===== src/rtl/joypad_ps2_pkg.sv =====
// Shared constants for the PS/2-keyboard-to-NES-joypad bridge: scancodes, prefixes,
// button bit positions, CPU register addresses and decoder state encoding.
package joypad_ps2_pkg;

  localparam logic [7:0] ScA      = 8'h1A;
  localparam logic [7:0] ScB      = 8'h22;
  localparam logic [7:0] ScSelect = 8'h21;
  localparam logic [7:0] ScStart  = 8'h5A;
  localparam logic [7:0] ScUp     = 8'h75;
  localparam logic [7:0] ScDown   = 8'h72;
  localparam logic [7:0] ScLeft   = 8'h6B;
  localparam logic [7:0] ScRight  = 8'h74;

  localparam logic [7:0] PfxExt = 8'hE0;
  localparam logic [7:0] PfxBrk = 8'hF0;

  localparam int unsigned BtnA      = 0;
  localparam int unsigned BtnB      = 1;
  localparam int unsigned BtnSelect = 2;
  localparam int unsigned BtnStart  = 3;
  localparam int unsigned BtnUp     = 4;
  localparam int unsigned BtnDown   = 5;
  localparam int unsigned BtnLeft   = 6;
  localparam int unsigned BtnRight  = 7;

  localparam logic [15:0] AddrPad1 = 16'h4016;
  localparam logic [15:0] AddrPad2 = 16'h4017;

  typedef enum logic [1:0] {StIdle, StExt, StBrk, StExtBrk} dec_state_e;

  // One-hot button mask for a scancode; extended codes only match after an E0 prefix.
  function automatic logic [7:0] btn_mask(input logic [7:0] code, input logic ext);
    logic [7:0] m;
    m = '0;
    if (!ext) begin
      case (code)
        ScA:      m[BtnA]      = 1'b1;
        ScB:      m[BtnB]      = 1'b1;
        ScSelect: m[BtnSelect] = 1'b1;
        ScStart:  m[BtnStart]  = 1'b1;
        default:  ;
      endcase
    end else begin
      case (code)
        ScUp:    m[BtnUp]    = 1'b1;
        ScDown:  m[BtnDown]  = 1'b1;
        ScLeft:  m[BtnLeft]  = 1'b1;
        ScRight: m[BtnRight] = 1'b1;
        default: ;
      endcase
    end
    return m;
  endfunction

endpackage


===== src/rtl/ps2_rx.sv =====
// PS/2 frame receiver: synchronisers, falling-edge sampling, 11-bit frame shifter and
// inactivity resync. Define JOYPAD_PARITY_CHECK_EN to reject frames with bad odd parity.
module ps2_rx #(
  parameter int unsigned TIMEOUT = 25000
) (
  input  logic       clock,
  input  logic       reset,
  input  logic       ps2_clk,
  input  logic       ps2_dat,
  output logic       byte_valid,
  output logic [7:0] rx_byte
);

`ifdef JOYPAD_PARITY_CHECK_EN
  localparam bit ParityCheck = 1'b1;
`else
  localparam bit ParityCheck = 1'b0;
`endif

  localparam int unsigned TW = $clog2(TIMEOUT + 1);

  logic          clk_s1_q, clk_s2_q, clk_prev_q;
  logic          dat_s1_q, dat_s2_q;
  logic [3:0]    bit_cnt_q;
  logic [9:0]    shift_q;
  logic [TW-1:0] idle_q;
  logic          valid_q;
  logic [7:0]    byte_q;

  logic          fall;
  logic [10:0]   frame;
  logic          accept;

  assign fall  = clk_prev_q & ~clk_s2_q;
  // Frame as it will look once the bit being sampled now is shifted in.
  assign frame = {dat_s2_q, shift_q};
  assign accept = ~frame[0] & frame[10] & (^frame[9:1] | ~ParityCheck);

  always_ff @(posedge clock) begin
    if (reset) begin
      clk_s1_q   <= 1'b1;
      clk_s2_q   <= 1'b1;
      clk_prev_q <= 1'b1;
      dat_s1_q   <= 1'b1;
      dat_s2_q   <= 1'b1;
      bit_cnt_q  <= '0;
      shift_q    <= '0;
      idle_q     <= '0;
      valid_q    <= 1'b0;
      byte_q     <= '0;
    end else begin
      clk_s1_q   <= ps2_clk;
      clk_s2_q   <= clk_s1_q;
      clk_prev_q <= clk_s2_q;
      dat_s1_q   <= ps2_dat;
      dat_s2_q   <= dat_s1_q;
      valid_q    <= 1'b0;
      if (fall) begin
        idle_q  <= '0;
        shift_q <= frame[10:1];
        if (bit_cnt_q == 4'd10) begin
          bit_cnt_q <= '0;
          if (accept) begin
            valid_q <= 1'b1;
            byte_q  <= frame[8:1];
          end
        end else begin
          bit_cnt_q <= bit_cnt_q + 4'd1;
        end
      end else if (idle_q == TW'(TIMEOUT)) begin
        bit_cnt_q <= '0;
      end else begin
        idle_q <= idle_q + 1'b1;
      end
    end
  end

  assign byte_valid = valid_q;
  assign rx_byte    = byte_q;

endmodule


===== src/rtl/joypad_ps2.sv =====
// NES-style joypad at $4016/$4017 driven from a PS/2 keyboard.
// Optional JOYPAD_PARITY_CHECK_EN enables parity rejection in the receiver.
module joypad_ps2
  import joypad_ps2_pkg::*;
#(
  parameter int unsigned TIMEOUT = 25000
) (
  input  logic        clock,
  input  logic        reset,
  input  logic        ps2_clk,
  input  logic        ps2_dat,
  input  logic [15:0] addr,
  input  logic [7:0]  din,
  input  logic        wr,
  input  logic        rd,
  output logic [7:0]  q,
  output logic [7:0]  buttons
);

  logic       byte_valid;
  logic [7:0] rx_byte;

  dec_state_e state_q, state_d;
  logic [7:0] btn_set, btn_clr;
  logic [7:0] buttons_q;
  logic [7:0] shift_q;
  logic       strobe_q;
  logic       pad_wr, pad_rd;
  logic       unused_din;

  ps2_rx #(
    .TIMEOUT(TIMEOUT)
  ) u_rx (
    .clock     (clock),
    .reset     (reset),
    .ps2_clk   (ps2_clk),
    .ps2_dat   (ps2_dat),
    .byte_valid(byte_valid),
    .rx_byte   (rx_byte)
  );

  always_ff @(posedge clock) begin
    if (reset) state_q <= StIdle;
    else       state_q <= state_d;
  end

  always_comb begin
    state_d = state_q;
    if (byte_valid) begin
      if (rx_byte == PfxExt)                          state_d = StExt;
      else if (rx_byte == PfxBrk && state_q == StIdle) state_d = StBrk;
      else if (rx_byte == PfxBrk && state_q == StExt)  state_d = StExtBrk;
      else                                             state_d = StIdle;
    end
  end

  // Any byte that returns the decoder to idle is a make/break code for the current state.
  always_comb begin
    btn_set = '0;
    btn_clr = '0;
    if (byte_valid && state_d == StIdle) begin
      unique case (state_q)
        StIdle:   btn_set = btn_mask(rx_byte, 1'b0);
        StExt:    btn_set = btn_mask(rx_byte, 1'b1);
        StBrk:    btn_clr = btn_mask(rx_byte, 1'b0);
        StExtBrk: btn_clr = btn_mask(rx_byte, 1'b1);
      endcase
    end
  end

  assign pad_wr     = wr && (addr == AddrPad1);
  assign pad_rd     = rd && (addr == AddrPad1);
  assign unused_din = ^din[7:1];

  // Reload uses buttons_q, so a key event in the same clock is seen one clock later.
  always_ff @(posedge clock) begin
    if (reset) begin
      buttons_q <= '0;
      shift_q   <= 8'hFF;
      strobe_q  <= 1'b0;
    end else begin
      buttons_q <= (buttons_q | btn_set) & ~btn_clr;
      if (pad_wr) strobe_q <= din[0];
      if (strobe_q)                shift_q <= buttons_q;
      else if (pad_rd && !pad_wr)  shift_q <= {1'b1, shift_q[7:1]};
    end
  end

  always_comb begin
    q = 8'h00;
    if (addr == AddrPad1)      q = {7'b0100000, shift_q[0]};
    else if (addr == AddrPad2) q = 8'h40;
  end

  assign buttons = buttons_q;

endmodule


===== config.mk =====
export PLATFORM = sky130hd
export DESIGN_NAME = joypad_ps2
export DESIGN_NICKNAME = d
export VERILOG_FILES = /design/src/rtl/joypad_ps2_pkg.sv /design/src/rtl/ps2_rx.sv /design/src/rtl/joypad_ps2.sv
export SDC_FILE = /design/constraint.sdc
export NUM_CORES = 1
export LEC_CHECK = 0
export BUFFER_PORTS_ARGS = -buffer_cell sky130_fd_sc_hd__buf_2
export CAP_MARGIN = 40
export CORE_ASPECT_RATIO = 0.6
export CORE_MARGIN = 10
export CORE_UTILIZATION = 43
export CTS_CLUSTER_DIAMETER = 40
export CTS_CLUSTER_SIZE = 30
export DETAILED_ROUTE_END_ITERATION = 6
export GPL_TIMING_DRIVEN = 1
export PLACE_DENSITY_LB_ADDON = 0.08
export SYNTH_ARGS = -nofsm -noshare
export SYNTH_HDL_FRONTEND = slang
export SYNTH_SLANG_ARGS = --single-unit

===== constraint.sdc =====
create_clock -name clock -period 2.2 [get_ports clock]
set_input_delay 0.44 -clock clock [delete_from_list [all_inputs] [get_ports clock]]
set_output_delay 0.44 -clock clock [all_outputs]
set_load 0.005 [all_outputs]

==> results of run 1 <==
worst max-delay path: cells and delay by family:
kind	cells	cell delay (ns)
buf+inv	3	0.43
simple gates	3	0.63
cell type report:
class,instances,area [sq um],share of cell area
Clock buffer,13,169,0.0523
Sequential cell,62,1240,0.384
Inverter,10,37.5,0.0116
Timing Repair Buffer,39,213,0.0658
Tap cell,84,105,0.0325
Clock inverter,1,5.00,0.00155
Multi-Input combinational cell,234,1460,0.452
cells by family after synthesis:
family                   synth area share
XOR/XNOR                           0.0279
other                             0.00133
AND/OR/NAND/NOR                     0.320
buffers and inverters              0.0496
flip-flops                          0.440
AO/OA/AOI/OAI                      0.0980
multiplexers                       0.0461
adder cells (fa/ha/maj)            0.0177
layer usage:
layer | track usage | share of wire | routed length [um] | vias to the layer above
met2 | 0.151 | 0.35 | 2150 | 62
met1 | 0.176 | 0.55 | 3410 | 1068
met5 | 0 | 0 | 0 | -
met4 | 0.0451 | 0.0099 | 61 | 0
li1 | - | - | - | 1184
met3 | 0.0623 | 0.087 | 533 | 5
cells in the mapped netlist, types with 4 or more instances:
| library cell | instances |
|---|---|
| a211oi_1 | 9 |
| a21oi_1 | 21 |
| buf_4 | 6 |
| clkbuf_1 | 11 |
| dfxtp_1 | 62 |
| ha_1 | 4 |
| inv_1 | 10 |
| mux2i_1 | 13 |
| nand2_1 | 29 |
| nand2b_1 | 7 |
| nand3_1 | 7 |
| nand4_1 | 6 |
| nor2_1 | 34 |
| nor3_1 | 12 |
| nor3b_1 | 13 |
| nor4_1 | 5 |
| nor4b_1 | 5 |
| o21ai_0 | 6 |
| or2_2 | 5 |
| xor2_1 | 7 |
through the flow:
step	setup slack [ns]	hold slack (ns)	utilization	std cells	power [mW]
after floorplan	0.496	0.389	-	327	1.22
after global placement	0.203	0.393	0.489	429	1.25
after detailed placement	0.202	0.394	0.489	429	1.25
after CTS	0.218	0.266	0.517	443	2.16
after global routing	0.0935	0.266	0.517	443	2.22
final	0.263	0.284	0.517	443	2.13
cell usage in the layout (no fill, tap or decap), drive strengths merged, types with 3 or more instances in the layout:
cell type and n:
clkbuf 13, mux2i 13, a21oi 21, nand3 8
ha 4, or2 6, nor3b 13, nand2 29
or4 3, nor3 12, nand4 6, xor2 7
a211oi 9, conb 6, nand2b 7, or3 4
nor4 5, o21ai 6, nor4b 6, buf 39
a31oi 3, and2 3, dfxtp 62, inv 10
nor2b 3, or3b 3, nor2 34
state kept, by name (all words and copies together), names as in the netlist, 2 cells and up:
name            cells
state_q             2
shift_q             8
u_rx.idle_q        15
u_rx.bit_cnt_q      4
u_rx.shift_q       10
buttons             8
u_rx.rx_byte        8
power by group through the flow:
stage                     combinational (mW)  clock [mW]  sequential, mW
after detailed placement              0.0864           0            1.17
final                                 0.0860       0.902            1.14
after floorplan                       0.0589           0            1.17
after global routing                  0.0977       0.979            1.14
after CTS                             0.0867       0.928            1.14
after global placement                0.0852           0            1.17
final timing paths:
check                                    start              end  slack (ns)  cells past startpoint
worst min-delay path                   ps2_dat    u_rx.dat_s1_q        0.28                      2
worst max-delay path                   addr[3]             q[0]        0.26                      6
worst min register to register   u_rx.clk_s1_q    u_rx.clk_s2_q        0.41                      1
worst max register to register  u_rx.idle_q[0]  u_rx.idle_q[14]        0.41                      5
==> summary.md, run 1 <==
| Metric | Value |
|---|---|
| Yosys reg bits | 62 |
| Die area | about 10000 sq um |
| ANT nets after route | 0 |
| Power Dens Cells | about 660 nW/um^2 |
| Peak supply drop | around 0.00034 V |
| Hold-fix buffers, CTS | 0 |
| Core area | between 6000 and 7000 sq um |
| Achievable Freq | ~0.52 GHz |
| RD Place Congestion | around 0.75 |
| Area grow syn2layout | 14.5% |
| Critical Path Slowest Stage Cell | nor4bb_1 |
| Antenna Cells | 0 |
| Vias in the first global route | roughly 2100 |
| Crit end category | output port |
| Status | completed |
| Layout cells sized above 1 | 0.181 |
| Switching Share | 0.223 |
| Rel. slew slack | 0.665 |
| Fill count | around 580 |
| Initial antenna violation count | 0 |
| First drt pass iteration count | 4 |
| Clk pwr share | 0.423 |
| Max-slew violations | 0 |
| GRT Total Usage | 0.124 |
| Async SR Flop Fraction | 0 |
| Crit-path max cell delay | around 0.37 ns |
| FP Rows | 22 |
| WL final | approximately 6.2 mm |
| Initial core utilization | 0.452 |
| Crit path kind | in2out |
| Width of the die | ~120 um |
| Num Clock Sinks | 62 |
| Main synth FF type | dfxtp_1 |
| First-pass GRT wire length | around 10 mm |
| CTS Buffer Depth | 2 |
| Largest net degree at the start of global routing | 30 |
| Internal Power | ~1.7 mW |
| Final instance area | between 3000 and 4000 sq um |
| YS warnings | 0 |
| Layout Skew | 0.00946 ns |
| Cts bufs inserted | 9 |
| Post-CTS setup repair buffer count | 0 |
| Tmin final | 1.94 ns |
| TritonCTS clock tree | done |
| # IOs | between 40 and 50 |
| Avg WL per Cell | between 10 and 15 um |
| Congestion Overflow GR | 0 |
| Startpoint class of the critical path | input port |
| Resized Gates After CTS | 0 |
| Crit path max fanout | 12 |
| Worst Tran Pin Value | 0.502 ns |
| H-Tree Level Count | 3 |
| Final hold violations | 0 |
| DRC | 0 |
| Max-cap violations | 0 |
| Top cells by area, synth | dfxtp_1 44%, mux2i_1 4.6%, nor2_1 4.5% |
| Hold Crit Class | in2reg |
| CTS Root Cell | clkbuf_8 |
| Area leader, netlist | dfxtp_1 |
| Mapped cell area | roughly 2800 sq um |
| Crit path DAT | approximately 1.5 ns |
| Clk slew on worst S/H paths | approximately 0.060 ns |
| Iter 0 DRT Violations | about 220 |
| Fin crit share | 0.881 |
| Total number of vias | approximately 2300 |
| Required time of the worst setup path | between 1.5 and 2 ns |
| Placed inst area | 3060 sq um |
| Number of flops mapped to enable cells by yosys | 0 |
| Syn Inst Count | around 320 |
| Chip height | 82.8 um |
| Final setup vio count | 0 |
| Combinational Power Share | 0.040 |
| Clock Latency Late Sink | about 0.34 ns |
| Mapped Avg Cell Area | a little under 9 sq um |
| Total net switching power | ~480 uW |
| Library cells used by synthesis | 51 |
| Nets | 390 |
| Unrepaired setup endpoints after global routing | false |
| Dpl hpwl | 4.51 mm |
| Sequential share of the synthesized area | 0.440 |
| Leak pwr | about 1.2 nW |
| Seq pwr share | 0.536 |
| Setup TNS | 0 ns |
| Yosys top cell area share | 0.440 |
| CP Cell Sequence | buf_2 > nor4bb_1 > nand4_1 > buf_4 > nor2_1 > buf_2 |
| DR vias/cell | approximately 5.2 |
| Crit path top cell by count | buf_2 |
| Port bufs | 32 |
Power figures use the tool's default switching activity.
==> run 2: changes to the inputs <==
--- a/config.mk
+++ b/config.mk
@@ -5,7 +5,7 @@
 export SDC_FILE = /design/constraint.sdc
 export NUM_CORES = 1
 export LEC_CHECK = 0
-export BUFFER_PORTS_ARGS = -buffer_cell sky130_fd_sc_hd__buf_2
+export BUFFER_PORTS_ARGS = -buffer_cell sky130_fd_sc_hd__buf_4
 export CAP_MARGIN = 40
 export CORE_ASPECT_RATIO = 0.6
 export CORE_MARGIN = 10
==> constraint.sdc (replaced) <==
create_clock -name clock -period 2.35 [get_ports clock]
set_input_delay 0.47 -clock clock [delete_from_list [all_inputs] [get_ports clock]]
set_output_delay 0.47 -clock clock [all_outputs]
set_load 0.005 [all_outputs]
==> run 2 against run 1 <==
Cell count fell by 0.23%. Core utilization is 1.1 points higher. Sequential power decreased by 6%. Largest cell class unchanged. Wire length increased by 3.5%. Die area is the same. First-iteration DRC count is 10% lower. Clock power fell by 3.7%. Via count is 0.34% higher. Non-clock buffer count fell by 3.
==> summary.md, run 2 (synthesis gave the netlist of run 1 again) <==
| Metric | Value |
|---|---|
| Fin crit share | 0.861 |
| Reg2reg end | u_rx.rx_byte[6] |
| Commonest non-fill, non-tap cell in the layout | dfxtp_1 |
| Initial antenna violation count | 0 (unchanged) |
| DRC | 0 (unchanged) |
| Achievable Freq | 0.494 GHz |
| Clock Latency Late Sink | 0.34 ns (about the same) |
| Worst r2r src | u_rx.bit_cnt_q[1] |
| GRT Total Usage | 0.129 (+0.00500) |
| Max-cap violations | 0 (unchanged) |
| Largest net degree at the start of global routing | 34 (+13%) |
| First-pass GRT wire length | 10.8 mm (+3.8%) |
| Final instance area | 3300 sq um (+2.1%) |
| Die area | 10300 sq um (unchanged) |
| Reg2reg setup slack | 0.42 ns (about the same) |
| Cts bufs inserted | 9 (unchanged) |
| Crit end category | output port |
| WL final | 6.37 mm (+3.5%) |
| Post-CTS setup repair buffer count | 0 (unchanged) |
| Clk slew on worst S/H paths | 0.06 ns (about the same) |
| Nets | 387 (-0.77%) |
| Avg WL per Cell | 14.4 um (+3.7%) |
| Resized Gates After CTS | 0 (unchanged) |
| CTS Root Cell | clkbuf_8 |
| Max FFs per register | 15 (unchanged) |
| Num Clock Sinks | 62 (unchanged) |
| Iter 0 DRT Violations | 198 (-10%) |
| FP Rows | 22 (unchanged) |
| Chip height | 82.8 um (unchanged) |
| Design Power | 2.03 mW (-4.9%) |
| Hold Crit Class | in2reg |
| Hold-fix buffers, CTS | 0 (unchanged) |
| Most frequent cells in the layout | 62 x dfxtp_1, 36 x buf_4, 34 x nor2_1 |
| CP Cell Sequence | buf_4 > nor4_1 > nand4_1 > buf_4 > nor2_1 > buf_4 |
| Vias in the first global route | 2198 (+5.2%) |
| Worst Tran Pin Value | 0.652 ns (+0.150 ns) |
| Status | completed |
| Final setup vio count | 0 (unchanged) |
| Width of the die | 125 um (unchanged) |
| Layout cells sized above 1 | 0.182 (+0.000506) |
| Critical Path Slowest Stage Cell | nor4_1 |
| Crit path kind | in2out |
| First drt pass iteration count | 4 (unchanged) |
| Rel. slew slack | 0.563 (-0.102) |
| Worst setup margin | 0.327 ns (+0.0643 ns) |
| Crit path top cell by count | buf_4 |
| Leak pwr | 1.26 nW (+1.2%) |
| Required time of the worst setup path | 1.88 ns (+0.12 ns) |
| CP endpoint | q[0] |
| Crit path DAT | 1.55 ns (+0.05 ns) |
| Setup TNS | 0 ns (unchanged) |
| DR vias/cell | 5.26 (+0.57%) |
| Cell count of the worst reg-to-reg path | 5 (unchanged) |
| Crit path max fanout | 12 (unchanged) |
| RD Place Congestion | 0.780 (+4.1%) |
| Core area | 6250 sq um (unchanged) |
| CTS Buffer Depth | 2 (unchanged) |
| TritonCTS clock tree | done |
| Total number of vias | 2327 (+0.34%) |
| H-Tree Level Count | 3 (unchanged) |
| Biggest regs | u_rx.idle_q x15, u_rx.shift_q x10 |
| Post-Place Setup Slack | 0.326 ns (+0.124 ns) |
| Area grow syn2layout | 16.9% |
| Unrepaired setup endpoints after global routing | false |
| Max-slew violations | 0 (unchanged) |
| Layout Skew | 0.00631 ns (-0.00315 ns) |
| Crit-path max cell delay | 0.40 ns (+0.03 ns) |
| Startpoint class of the critical path | input port |
| Dpl hpwl | 4.51 mm (about the same) |
| Power Dens Cells | 614 nW/um^2 (-6.9%) |
| ANT nets after route | 0 (unchanged) |
| # IOs | 46 (unchanged) |
| Antenna Cells | 0 (unchanged) |
| Reg with most FFs | u_rx.idle_q |
| Peak supply drop | 0.000325 V (-4.1%) |
| Port bufs | 32 (unchanged) |
| Congestion Overflow GR | 0 (unchanged) |
| Final hold violations | 0 (unchanged) |
| Critical Path Source | addr[5] |
| Placed inst area | 3110 sq um (+1.9%) |
| Initial core utilization | 0.452 (unchanged) |
| Tmin final | slightly above 2 ns |
[run 2: cell count changes in the layout (fill, tap and decap cells not counted)]
cell	previous run	this run
buf_4	7	36
clkinv_2	1	4
buf_2	32	0
clkbuf_1	1	0
[run 2: layout make-up]
cell class,count,area [sq um]
inverters,10,37.5
flip-flops and latches,62,1240
repair buffers,36,270
well taps,84,105
multi-input cells,234,1460
clock inverters,4,20.0
fillers,606,2950
clock buffers,12,165
[run 2: routing by layer]
layer	wire length, um	global-route usage	vias to the layer above	part of all wire
met1	3520	0.180	1077	0.55
met4	76	0.0544	0	0.012
met2	2340	0.167	52	0.37
met5	0	0	-	0
li1	-	-	1190	-
met3	428	0.0547	8	0.067
[run 2: report_power, final]
group / switching (mW) / internal (mW) / total (mW)
combinational: 0.0468 / 0.0411 / 0.0879
clock: 0.407 / 0.461 / 0.869
sequential: 0.0102 / 1.06 / 1.07
total: 0.464 / 1.56 / 2.03
[run 2: worst min-delay path by stage]
stage	start	end	depth (start not counted)
4_1_cts	ps2_clk	u_rx.clk_s1_q	2
5_1_grt	ps2_clk	u_rx.clk_s1_q	2
6_report	ps2_clk	u_rx.clk_s1_q	2
3_5_place_dp	u_rx.clk_s1_q	u_rx.clk_s2_q	1
2_1_floorplan	u_rx.clk_s1_q	u_rx.clk_s2_q	1
3_3_place_gp	u_rx.clk_s1_q	u_rx.clk_s2_q	1
[run 2: metrics by stage]
step | cells | utilization | hold WS, ns
2_1_floorplan | 327 | - | 0.389
3_3_place_gp | 426 | 0.498 | 0.392
3_5_place_dp | 426 | 0.498 | 0.397
4_1_cts | 442 | 0.528 | 0.291
5_1_grt | 442 | 0.528 | 0.299
6_report | 442 | 0.528 | 0.310
[run 2: worst max-delay path: cells and delay by family]
kind,cells,cell delay [ns]
AND/OR/NAND/NOR,3,0.64
buffers and inverters,3,0.44
==> run 3: changes to the inputs <==
--- a/config.mk
+++ b/config.mk
@@ -10,11 +10,11 @@
 export CORE_ASPECT_RATIO = 0.6
 export CORE_MARGIN = 10
 export CORE_UTILIZATION = 43
-export CTS_CLUSTER_DIAMETER = 40
+export CTS_CLUSTER_DIAMETER = 50
 export CTS_CLUSTER_SIZE = 30
 export DETAILED_ROUTE_END_ITERATION = 6
 export GPL_TIMING_DRIVEN = 1
-export PLACE_DENSITY_LB_ADDON = 0.08
+export PLACE_DENSITY = 0.63
 export SYNTH_ARGS = -nofsm -noshare
 export SYNTH_HDL_FRONTEND = slang
 export SYNTH_SLANG_ARGS = --single-unit
==> run 3 against run 2 <==
Design area is 0.53% lower. Clock-buffer cell count is 2 higher. Critical path type unchanged. Non-clock buffer count stayed put.
==> summary.md, run 3 (synthesis gave the netlist of run 1 again) <==
| Metric | Value |
|---|---|
| First drt pass iteration count | 4 (unchanged) |
| Reg2reg end | u_rx.rx_byte[7] |
| Hold Startpoint | ps2_clk |
| Core area | 6250 sq um (unchanged) |
| GRT Total Usage | 0.119 (-0.0105) |
| TritonCTS clock tree | done |
| WHS Path Cells | 2 (unchanged) |
| DR vias/cell | 5.09 (-3.3%) |
| Final setup vio count | 0 (unchanged) |
| Fin crit share | 0.896 (+0.0347) |
| Max-slew violations | 0 (unchanged) |
| Startpoint class of the critical path | input port |
| Layout Skew | 0.00616 ns (-0.000152 ns) |
| Max FFs per register | 15 (unchanged) |
| Tmin final | 2.10 ns (+0.0814 ns) |
| Peak supply drop | 0.000298 V (-8.5%) |
| Commonest non-fill, non-tap cell in the layout | dfxtp_1 |
| Nets | 387 (unchanged) |
| ANT nets after route | 0 (unchanged) |
| Max-cap violations | 0 (unchanged) |
| Unrepaired setup endpoints after global routing | false |
| Crit path max fanout | 7 (-5) |
| First-pass GRT wire length | 10.1 mm (-6.7%) |
| Setup TNS | 0 ns (unchanged) |
| CTS Buffer Depth | 2 (unchanged) |
| Required time of the worst setup path | 1.88 ns (about the same) |
| Post-Layout Cell Count | 441 (-0.23%) |
| Fill count | 591 (-2.5%) |
| Critical Path Source | addr[11] |
| Post-CTS setup repair buffer count | 0 (unchanged) |
| Initial antenna violation count | 0 (unchanged) |
| Total number of vias | 2245 (-3.5%) |
| DRC | 0 (unchanged) |
| Leak pwr | 1.24 nW (-1.2%) |
| Dpl hpwl | 4.33 mm (-3.9%) |
| Initial core utilization | 0.452 (unchanged) |
| Status | completed |
| Worst Tran Pin Value | 0.619 ns (-0.0330 ns) |
| Crit path kind | in2out |
| Avg WL per Cell | 13.5 um (-6.3%) |
| Clock Latency Late Sink | 0.33 ns (about the same) |
| Reg2reg setup slack | 0.44 ns (+0.02 ns) |
| Cts bufs inserted | 9 (unchanged) |
| Crit end category | output port |
| Die area | 10300 sq um (unchanged) |
| Hold-fix buffers, CTS | 0 (unchanged) |
| Area grow syn2layout | 16.3% |
| Layout cells sized above 1 | 0.171 (-0.0107) |
| Hold Crit Class | in2reg |
| Achievable Freq | 0.475 GHz (-3.9%) |
| Reg with most FFs | u_rx.idle_q |
| Cell count of the worst reg-to-reg path | 6 (+1) |
| Biggest regs | u_rx.idle_q x15, u_rx.shift_q x10 |
| CTS Root Cell | clkbuf_8 |
| Clk slew on worst S/H paths | 0.06 ns (about the same) |
| RD Place Congestion | 0.768 (-1.4%) |
| Placed inst area | 3110 sq um (unchanged) |
| FP Rows | 22 (unchanged) |
| Largest net degree at the start of global routing | 30 (-12%) |
| # IOs | 46 (unchanged) |
| Final hold violations | 0 (unchanged) |
| Rel. slew slack | 0.585 (+0.0221) |
| Hold_ws | 0.320 ns (+0.00972 ns) |
| Chip height | 82.8 um (unchanged) |
| Worst r2r src | u_rx.bit_cnt_q[0] |
| Crit path DAT | 1.63 ns (+0.08 ns) |
| Width of the die | 125 um (unchanged) |
| H-Tree Level Count | 3 (unchanged) |
| Antenna Cells | 0 (unchanged) |
| Power Dens Cells | 598 nW/um^2 (-2.7%) |
| CP endpoint | q[0] |
| Final instance area | 3280 sq um (-0.53%) |
| Vias in the first global route | 2066 (-6.0%) |
| Port bufs | 32 (unchanged) |
| Iter 0 DRT Violations | 268 (+35%) |
| Num Clock Sinks | 62 (unchanged) |
| Placed Cells | 426 (unchanged) |
| Most frequent cells in the layout | 62 x dfxtp_1, 36 x buf_4, 34 x nor2_1 |
| Resized Gates After CTS | 0 (unchanged) |
| WL final | 5.95 mm (-6.5%) |
| Congestion Overflow GR | 0 (unchanged) |
==> run 3: changes by cell type in the layout (fill, tap and decap cells not counted), sizes merged <==
cell / previous run / this run
clkbuf: 12 / 14
clkinv: 4 / 1
==> run 3: power by group <==
group          internal [mW]  total [mW]  switching [mW]
Clock                  0.434       0.805           0.371
Sequential              1.06        1.07         0.00999
Combinational         0.0412      0.0868          0.0456
Total                   1.54        1.96           0.426
==> run 3: cell type report <==
cell class              count  area [sq um]  area share
clock inverters             1          5.00     0.00152
clock buffers              14           163      0.0496
inverters                  10          37.5      0.0114
well taps                  84           105      0.0320
flip-flops and latches     62          1240       0.378
multi-input cells         234          1460       0.445
repair buffers             36           270      0.0823
==> run 3: how the worst min path moves through the flow <==
stage | endpoint | slack, ns
after floorplan | u_rx.clk_s2_q | 0.39
after global placement | u_rx.dat_s2_q | 0.40
after detailed placement | u_rx.dat_s2_q | 0.39
after CTS | u_rx.clk_s1_q | 0.29
after global routing | u_rx.clk_s1_q | 0.29
final | u_rx.clk_s1_q | 0.32
==> run 3: metal layers <==
layer	track usage	vias up	wire length [um]
li1	-	1185	-
met1	0.164	1017	3330
met3	0.0553	2	378
met5	0	-	0
met4	0.0417	0	15
met2	0.155	41	2230
==> run 3: per-stage QoR <==
| stage | util | power [mW] | setup slack, ns |
|---|---|---|---|
| after floorplan | - | 1.15 | 0.586 |
| after global placement | 0.498 | 1.18 | 0.221 |
| after detailed placement | 0.498 | 1.18 | 0.188 |
| after CTS | 0.525 | 2.00 | 0.211 |
| after global routing | 0.525 | 2.06 | 0.0677 |
| final | 0.525 | 1.96 | 0.246 |
==> run 3: critical path, cell delays in order <==
cell and delay [ns]:
buf_4 0.11, nor4b_1 0.39, nand4_1 0.34, nor2_1 0.20, buf_4 0.13
